<file path="config.mk">
export PLATFORM = sky130hd
export DESIGN_NAME = mips_mem_arbiter
export DESIGN_NICKNAME = d
export VERILOG_FILES = /design/src/rtl/mips_mem_pkg.sv /design/src/rtl/mips_mem_arbiter.sv
export SDC_FILE = /design/constraint.sdc
export NUM_CORES = 1
export LEC_CHECK = 0
export CORE_MARGIN = 10
export CORE_UTILIZATION = 30
export CTS_BUF_LIST = sky130_fd_sc_hd__clkbuf_4 sky130_fd_sc_hd__clkbuf_8 sky130_fd_sc_hd__clkbuf_16
export DETAILED_ROUTE_END_ITERATION = 6
export PLACE_DENSITY = 0.66
export RECOVER_POWER = 100
export SYNTH_ARGS = -nofsm -noshare
export SYNTH_HDL_FRONTEND = slang
export SYNTH_SLANG_ARGS = --single-unit
</file>
<file path="constraint.sdc">
create_clock -name clk -period 2.18 [get_ports clk]
set_clock_uncertainty 0.1 [all_clocks]
set_input_delay 0.436 -clock clk [delete_from_list [all_inputs] [get_ports clk]]
set_output_delay 0.436 -clock clk [all_outputs]
set_load 0.005 [all_outputs]
</file>
<file path="src/rtl/mips_mem_pkg.sv">
// Shared types for the MIPS instruction/data memory arbiter.
package mips_mem_pkg;

  localparam int ADDR_W_DEF = 10;
  localparam int DATA_W_DEF = 32;

  typedef enum logic [1:0] {
    IDLE = 2'd0,
    WAIT = 2'd1,
    RESP = 2'd2
  } state_t;

  typedef enum logic {
    OWN_IF = 1'b0,
    OWN_DM = 1'b1
  } owner_t;

  typedef struct packed {
    logic                  we;
    logic [ADDR_W_DEF-1:0] addr;
    logic [DATA_W_DEF-1:0] wdata;
  } mem_req_t;

endpackage

</file>
<file path="src/rtl/mips_mem_arbiter.sv">
// Fetch/data arbiter for one fixed-latency single-port memory, one access in flight.
// Optional address bounds check enabled by defining MEM_ARB_BOUNDS_CHK_EN.
//
// state | meaning
// IDLE  | no access in flight, arbitrating
// WAIT  | access in flight, counting down memory latency
// RESP  | owner's valid pulse; arbitration for the next access runs here too
module mips_mem_arbiter
  import mips_mem_pkg::*;
#(
  parameter int ADDR_W     = ADDR_W_DEF,
  parameter int DATA_W     = DATA_W_DEF,
  parameter int MEM_LAT    = 1,
  parameter int STARVE_MAX = 4,
  parameter int MEM_DEPTH  = 1024
) (
  input  logic              clk,
  input  logic              rst_n,
  input  logic              halt,
  input  logic              if_req,
  input  logic [ADDR_W-1:0] if_addr,
  output logic              if_gnt,
  output logic              if_valid,
  output logic [DATA_W-1:0] if_rdata,
  output logic              if_err,
  input  logic              dm_req,
  input  logic              dm_we,
  input  logic [ADDR_W-1:0] dm_addr,
  input  logic [DATA_W-1:0] dm_wdata,
  output logic              dm_gnt,
  output logic              dm_valid,
  output logic [DATA_W-1:0] dm_rdata,
  output logic              dm_err,
  output logic              mem_en,
  output logic              mem_we,
  output logic [ADDR_W-1:0] mem_addr,
  output logic [DATA_W-1:0] mem_wdata,
  input  logic [DATA_W-1:0] mem_rdata
);

  localparam int CNT_W = (MEM_LAT < 2) ? 1 : $clog2(MEM_LAT + 1);
  localparam int SC_W  = (STARVE_MAX < 2) ? 1 : $clog2(STARVE_MAX + 1);

  state_t            state_q, state_d;
  owner_t            owner_q;
  logic [CNT_W-1:0]  cnt_q;
  logic [SC_W-1:0]   starve_q;
  logic              we_q, oob_q;
  logic [DATA_W-1:0] if_rdata_q, dm_rdata_q;
  logic [DATA_W-1:0] cap_data;
  logic              if_elig, dm_elig, pick_if, pick_dm, gnt, oob;
  mem_req_t          win;

  // Gating eligibility with rst_n keeps grants and strobes low while reset is held.
  always_comb begin
    if_elig = rst_n && if_req && !halt;
    dm_elig = rst_n && dm_req;
    pick_if = 1'b0;
    pick_dm = 1'b0;
    if (state_q != WAIT) begin
      if (dm_elig && !(if_elig && starve_q == SC_W'(STARVE_MAX))) pick_dm = 1'b1;
      else if (if_elig)                                          pick_if = 1'b1;
    end
    gnt = pick_if || pick_dm;
    win = '0;
    if (pick_dm) begin
      win.we    = dm_we;
      win.addr  = ADDR_W_DEF'(dm_addr);
      win.wdata = DATA_W_DEF'(dm_wdata);
    end else if (pick_if) begin
      win.addr  = ADDR_W_DEF'(if_addr);
    end
  end

`ifdef MEM_ARB_BOUNDS_CHK_EN
  assign oob = gnt && (32'(win.addr) >= 32'(MEM_DEPTH));
`else
  assign oob = 1'b0;
`endif

  always_comb begin
    state_d = state_q;
    case (state_q)
      IDLE, RESP: state_d = gnt ? WAIT : IDLE;
      WAIT:       if (cnt_q == CNT_W'(1)) state_d = RESP;
      default:    state_d = IDLE;
    endcase
  end

  assign cap_data = (we_q || oob_q) ? '0 : mem_rdata;

  always_ff @(posedge clk or negedge rst_n) begin
    if (!rst_n) begin
      state_q    <= IDLE;
      owner_q    <= OWN_IF;
      cnt_q      <= '0;
      starve_q   <= '0;
      we_q       <= 1'b0;
      oob_q      <= 1'b0;
      if_rdata_q <= '0;
      dm_rdata_q <= '0;
    end else begin
      state_q <= state_d;
      if (gnt) begin
        owner_q <= pick_dm ? OWN_DM : OWN_IF;
        cnt_q   <= CNT_W'(MEM_LAT);
        we_q    <= win.we;
        oob_q   <= oob;
      end else if (state_q == WAIT) begin
        cnt_q <= cnt_q - 1'b1;
      end
      if (state_q == WAIT && cnt_q == CNT_W'(1)) begin
        if (owner_q == OWN_DM) dm_rdata_q <= cap_data;
        else                   if_rdata_q <= cap_data;
      end
      // A DM grant only counts against IF when IF was actually able to go.
      if (pick_if) begin
        starve_q <= '0;
      end else if (pick_dm) begin
        if (!if_elig)                             starve_q <= '0;
        else if (starve_q != SC_W'(STARVE_MAX))   starve_q <= starve_q + 1'b1;
      end
    end
  end

  assign if_gnt    = pick_if;
  assign dm_gnt    = pick_dm;
  assign mem_en    = gnt && !oob;
  assign mem_we    = mem_en && win.we;
  assign mem_addr  = mem_en ? ADDR_W'(win.addr) : '0;
  assign mem_wdata = mem_we ? DATA_W'(win.wdata) : '0;
  assign if_valid  = (state_q == RESP) && (owner_q == OWN_IF);
  assign dm_valid  = (state_q == RESP) && (owner_q == OWN_DM);
  assign if_rdata  = if_rdata_q;
  assign dm_rdata  = dm_rdata_q;

`ifdef MEM_ARB_BOUNDS_CHK_EN
  assign if_err = if_valid && oob_q;
  assign dm_err = dm_valid && oob_q;
`else
  assign if_err = 1'b0;
  assign dm_err = 1'b0;
`endif

endmodule
</file>
==> metrics, run 1 <==
Reg power frac 36.3%; dominant cell type by area after synthesis dfrtp_1; worst slew pin tran 896 ps; Wirelength per Cell 17.5 µm; utilization after layout 57.6%; Mapped Cells 360; drt pass-1 iters 4; Min-Delay Path Class register to register; crit-path cells inv_2 > ha_4 > nand2_8 > buf_6 > o2111a_2 > buf_6 > and2_4 > buf_6; Filler cells 1004; Post-synth top cells nand2_1 (107), dfrtp_1 (72), o21ai_0 (67); synth warn 0; clock share of power 23.5%; Worst Path Required 1640 ps; crit start category register; clk root buf clkbuf_8; chip height 125 µm; register area 1800 µm²; Top cell by count, worst path buf_6; grt ovf 0; # rows 38; Slew HR 40.3%; Crit-path slowest cell dfrtp_1; io pins 204; Synth cell types 31; via count 3449; via/cell ratio 4.62; Synth area leaders dfrtp_1 (55%), nand2_1 (12%), o21ai_0 (10%), and2_1 (6.4%), mux2i_1 (3.0%); Post-synth EDFFs 0; final worst slack -229 ps; sw frac 31.0%; Initial Utilization 30.6%; syn_area_per_cell 9.18 µm²; Final Max Tran Viols 0; P per Cell Area 944 nW/µm²; # setup viols final 46; outcome finished, violations left; RSZ-0062 raised after global routing yes; Cell Area, Synth 3300 µm²; full die area 15600 µm²; Skew-Pair Late Insertion Delay 330 ps; vias in the first global route 3587; ys flop type dfrtp_1; CTS Buf Count 9; Total Nets Final 694; CTS tree done; internal power 4.05 mW; Worst setup EP type primary output; die width 125 µm; shortest period the worst path allows 2410 ps; Max stage delay on crit path 400 ps; Max Clock Freq 415 MHz; Leak Pwr 3.02 nW; crit share post-route 110%; placer congestion estimate 0.758; proportion of synthesized chip area in sequential cells 54.5%; max-cap violations 0; Detail Route Antenna Nets 0; Synth top area share 54.5%; DP HPWL 9.12 mm; Comb pwr share 40.2%; clk buf depth 2; failing checks negative setup slack; CP bufs+invs 4; H-tree depth 3; DR iter-0 viols 172; layout cells sized above 1 24.8%; first-pass GRT wire length 19.9 mm; DRC 0; area grow syn2layout 88.0%; most common cell in the synthesized netlist nand2_1; all-layer global routing usage 15.6%; maximum VDD drop 0.611 mV; worst-path fanout max 8; WP data arrival 1870 ps; hold violation total from the final report 0; number of synthesized register bits 72; maximum number of pins on one net before global-route repair 58; CTS Sinks 72; area occupied by multi-input gates 1540 µm²; Crit Path Category register to primary output; I/O Buffers 201; Post-Route Setup TNS -5820 ps; FFs w/ async S/R, synth 100%; Sw Pwr 1.82 mW; initial antenna violation count 2; cts hold-fix bufs 0; Reg clk slew, reported paths 70 ps; Core ar. 10800 µm²; final WL 13.1 mm; CP top delay family buffers and inverters
## placed cells by master, fill, tap and decap left out, types with 2 or more instances in the layout
| cell type | instances |
|---|---|
| clkdlybuf4s50_1 | 88 |
| buf_4 | 23 |
| clkbuf_8 | 9 |
| conb_1 | 2 |
| mux2i_1 | 9 |
| o21ai_0 | 67 |
| o2111a_2 | 4 |
| dlygate4sd2_1 | 7 |
| buf_12 | 3 |
| nor2_1 | 2 |
| buf_2 | 16 |
| buf_6 | 45 |
| and2_1 | 7 |
| dlygate4sd3_1 | 60 |
| nand4_1 | 13 |
| clkbuf_4 | 3 |
| nand2b_4 | 2 |
| dfrtp_1 | 72 |
| clkbuf_2 | 2 |
| inv_1 | 2 |
| bufinv_16 | 4 |
| inv_2 | 2 |
| nand2_1 | 106 |
| and2_4 | 26 |
| clkbuf_1 | 5 |
| nand3_1 | 2 |
## cells by family (layout without fill, tap and decap cells)
logic type | count (synthesis) | in the layout | synth area share [%]
AO/OA/AOI/OAI | 75 | 80 | 12.4
adder cells (fa/ha/maj) | 2 | 2 | 0.757
buffers and inverters | 31 | 271 | 4.96
flip-flops | 72 | 72 | 54.5
multiplexers | 10 | 10 | 3.03
other | 1 | 3 | 0.113
AND/OR/NAND/NOR | 169 | 169 | 24.2
## state kept, by name, indices dropped and copies added (netlist names)
register,flops
dm_rdata,32
if_rdata,32
starve_q,3
state_q,2
cnt_q,1
owner_q,1
we_q,1
## final cells by class
class                   instances  area share [%]
repair buffers                252            38.9
flip-flops and latches         72            29.0
multi-input cells             263            24.8
well taps                     140            2.82
clock buffers                  10            2.11
clock inverters                 5            2.07
inverters                       4           0.242
diodes                          1          0.0403
## worst min-delay path: cells and delay by family, from the launching register on
| kind | cells | cell delay [ps] |
|---|---|---|
| DFF | 1 | 340 |
| AOI/OAI and AO/OA | 1 | 60 |
| and+or+nand+nor | 1 | 40 |
## what timing repair did
action                     in CTS  in global routing
hold endpoints to repair        0                  0
setup endpoints to repair      46                 45
buffers inserted               28                  6
cloned                          5                  0
resized for setup             243                 35
pin swaps                      35                 14
## per-stage QoR
step / cell area, µm² / hold slack [ps] / cells / total power [mW] / worst slack (ps)
2_1_floorplan: 3310 / 40.4 / 361 / 2.97 / 302
3_3_place_gp: 5520 / 362 / 694 / 4.54 / -537
3_5_place_dp: 5520 / 370 / 694 / 4.62 / -558
4_1_cts: 6060 / 182 / 742 / 6.13 / -256
5_1_grt: 6210 / 403 / 746 / 6.32 / -293
6_report: 6210 / 373 / 747 / 5.86 / -229
## metal layers
layer / GRT usage (%) / part of all wire (%)
met1: 17.8 / 40
met2: 26.7 / 51
met3: 5.96 / 6.9
met4: 4.40 / 1.9
met5: 0 / 0.069
## power by group through the flow
stage / Combinational, mW / Clock (mW) / Sequential (mW)
6_report: 2.36 / 1.38 / 2.13
5_1_grt: 2.63 / 1.49 / 2.20
4_1_cts: 2.55 / 1.42 / 2.16
3_5_place_dp: 2.44 / 0 / 2.18
3_3_place_gp: 2.39 / 0 / 2.15
2_1_floorplan: 0.768 / 0 / 2.20
## final timing paths
kind / endpoint / slack, ps / depth (start not counted) / startpoint
setup / recovery: mem_wdata[31] / -230 / 8 / starve_q[0]
setup reg to reg: dm_rdata[24] / 0 / 5 / state_q[0]
max in group asynchronous: if_rdata[21] / 530 / 3 / rst_n
hold / removal: dm_rdata[22] / 370 / 2 / dm_rdata[22]
min in group asynchronous: dm_rdata[19] / 790 / 3 / rst_n
hold reg to reg: dm_rdata[22] / 370 / 2 / dm_rdata[22]
No activity file was read; power rests on OpenSTA's default activity.
==> run 2, diff against run 1 <==
GPL_ROUTABILITY_DRIVEN = 1   (was unset)
PLACE_DENSITY = 0.67   (was 0.66)
SLEW_MARGIN = 20   (was unset)
==> metrics, run 2 (synthesis gave the netlist of run 1 again) <==
crit start category register; DP HPWL 9.00 mm (-1.4%); all-layer global routing usage 14.8% (-0.76 points); placer congestion estimate 0.752 (-0.80%); full die area 15600 µm² (unchanged); most common cell after layout, fill and taps aside nand2_1; R2R depth 8 (+3); Slew HR 15.0% (-25 points); maximum number of pins on one net before global-route repair 53 (-8.6%); io pins 204 (unchanged); Initial Utilization 30.6% (unchanged); Wirelength per Cell 17.0 µm (-3.1%); Detail Route Antenna Nets 0 (unchanged); # setup viols final 45 (-2.2%); Final Power 5.48 mW (-6.6%); final worst slack -251 ps (-22.6 ps); CTS Buf Count 9 (unchanged); Total Nets Final 692 (-0.29%); via count 3446 (-0.087%); P per Cell Area 903 nW/µm² (-4.4%); DRC 0 (unchanged); Skew-Pair Late Insertion Delay 320 ps (about the same); Crit Path Category register to primary output; final WL 12.6 mm (-3.4%); cts hold-fix bufs 0 (unchanged); area grow syn2layout 83.7%; grt ovf 0 (unchanged); clk root buf clkbuf_8; Inst Count DP 694 (unchanged); WHS Endpoint if_rdata[25]; outcome finished, violations left; max-cap violations 0 (unchanged); hold violation total from the final report 0 (unchanged); H-tree depth 3 (unchanged); Worst Path Required 1640 ps (about the same); WP data arrival 1900 ps (+30 ps); via/cell ratio 4.63 (+0.18%); failing checks negative setup slack; crit share post-route 112% (+1.0 points); Post-Route Setup TNS -6020 ps (-207 ps); # rows 38 (unchanged); Filler cells 955 (-4.9%); I/O Buffers 201 (unchanged); area occupied by multi-input gates 1520 µm² (-1.1%); commonest non-fill, non-tap cells in the layout nand2_1 (106), clkdlybuf4s50_1 (85), dfrtp_1 (72); worst-path fanout max 8 (unchanged); Final Max Tran Viols 0 (unchanged); DR iter-0 viols 170 (-1.2%); die width 125 µm (unchanged); drt pass-1 iters 4 (unchanged); Core ar. 10800 µm² (unchanged); maximum VDD drop 0.457 mV (-25%); antenna cell count 0 (-1); Leak Pwr 2.96 nW (-1.9%); clk buf depth 2 (unchanged); final hold slack 376 ps (+3.29 ps); CTS Sinks 72 (unchanged); worst slew pin tran 1280 ps (+380 ps); vias in the first global route 3572 (-0.42%); RSZ-0062 raised after global routing yes; initial antenna violation count 0 (-2); chip height 125 µm (unchanged); FF-to-FF setup slack 370 ps (+370 ps); register area 1800 µm² (unchanged); r2r endpoint we_q; shortest period the worst path allows 2430 ps (+22.6 ps); CTS tree done; Max Clock Freq 411 MHz (-0.93%); layout cells sized above 1 24.1% (-0.62 points); hold path depth 2 (unchanged); first-pass GRT wire length 19.3 mm (-3.1%); Min-Delay Path Class register to register; reg2reg start starve_q[1]; Reg clk slew, reported paths 80 ps (about the same); Post-Layout Cell Count 745 (-0.27%); Worst setup EP type primary output; min-delay src if_rdata[25]
## run 2: area by class of cell
cell class                      count  area share (%)
Clock buffer                       10            2.16
Clock inverter                      6            1.11
Inverter                            4           0.247
Multi-Input combinational cell    263            25.1
Sequential cell                    72            29.7
Tap cell                          140            2.89
Timing Repair Buffer              250            38.8
## run 2: stage by stage
step | area (µm²) | util (%) | setup slack [ps]
6_report | 6070 | 56.2 | -251
3_5_place_dp | 5520 | 51.1 | -548
4_1_cts | 5910 | 54.8 | -273
3_3_place_gp | 5520 | 51.1 | -542
2_1_floorplan | 3310 | - | 302
5_1_grt | 6070 | 56.2 | -344
## run 2: repair_timing
| action | CTS | global route |
|---|---|---|
| endpoints found under the setup margin | 46 | 45 |
| setup buffers | 19 | 10 |
| resized for setup | 113 | 142 |
| cloned | 6 | 0 |
| pin swaps | 10 | 21 |
## run 2: layer usage
metal | vias to the layer above | wire length [µm] | part of all wire, % | GRT usage [%]
met4 | 0 | 238 | 1.9 | 2.85
met2 | 130 | 6320 | 50 | 25.4
met3 | 16 | 946 | 7.5 | 5.41
met1 | 1603 | 5130 | 41 | 17.6
li1 | 1697 | - | - | -
met5 | - | 0 | 0 | 0
## run 2: critical path, stage by stage (launching register included)
cell and delay (ps):
dfrtp_1 390, inv_2 90, ha_4 170, nand2_8 80, o2111a_2 320, buf_4 150
buf_6 100, and2_1 150, clkbuf_2 110
## run 2: worst max-delay path by stage
stage	from	end	slack, ps	cells past startpoint
3_3_place_gp	halt	mem_wdata[20]	-540	5
4_1_cts	starve_q[1]	mem_wdata[0]	-270	7
6_report	starve_q[1]	mem_wdata[2]	-250	8
5_1_grt	starve_q[0]	mem_addr[6]	-340	8
2_1_floorplan	starve_q[0]	mem_addr[1]	300	6
3_5_place_dp	halt	mem_wdata[17]	-550	5
## run 2: report_power, final
part / switching, mW / internal (mW) / leakage [nW] / total (mW)
clock: 0.503 / 0.545 / 0.0963 / 1.05
sequential: 0.270 / 1.86 / 0.919 / 2.13
combinational: 1.04 / 1.26 / 1.94 / 2.30
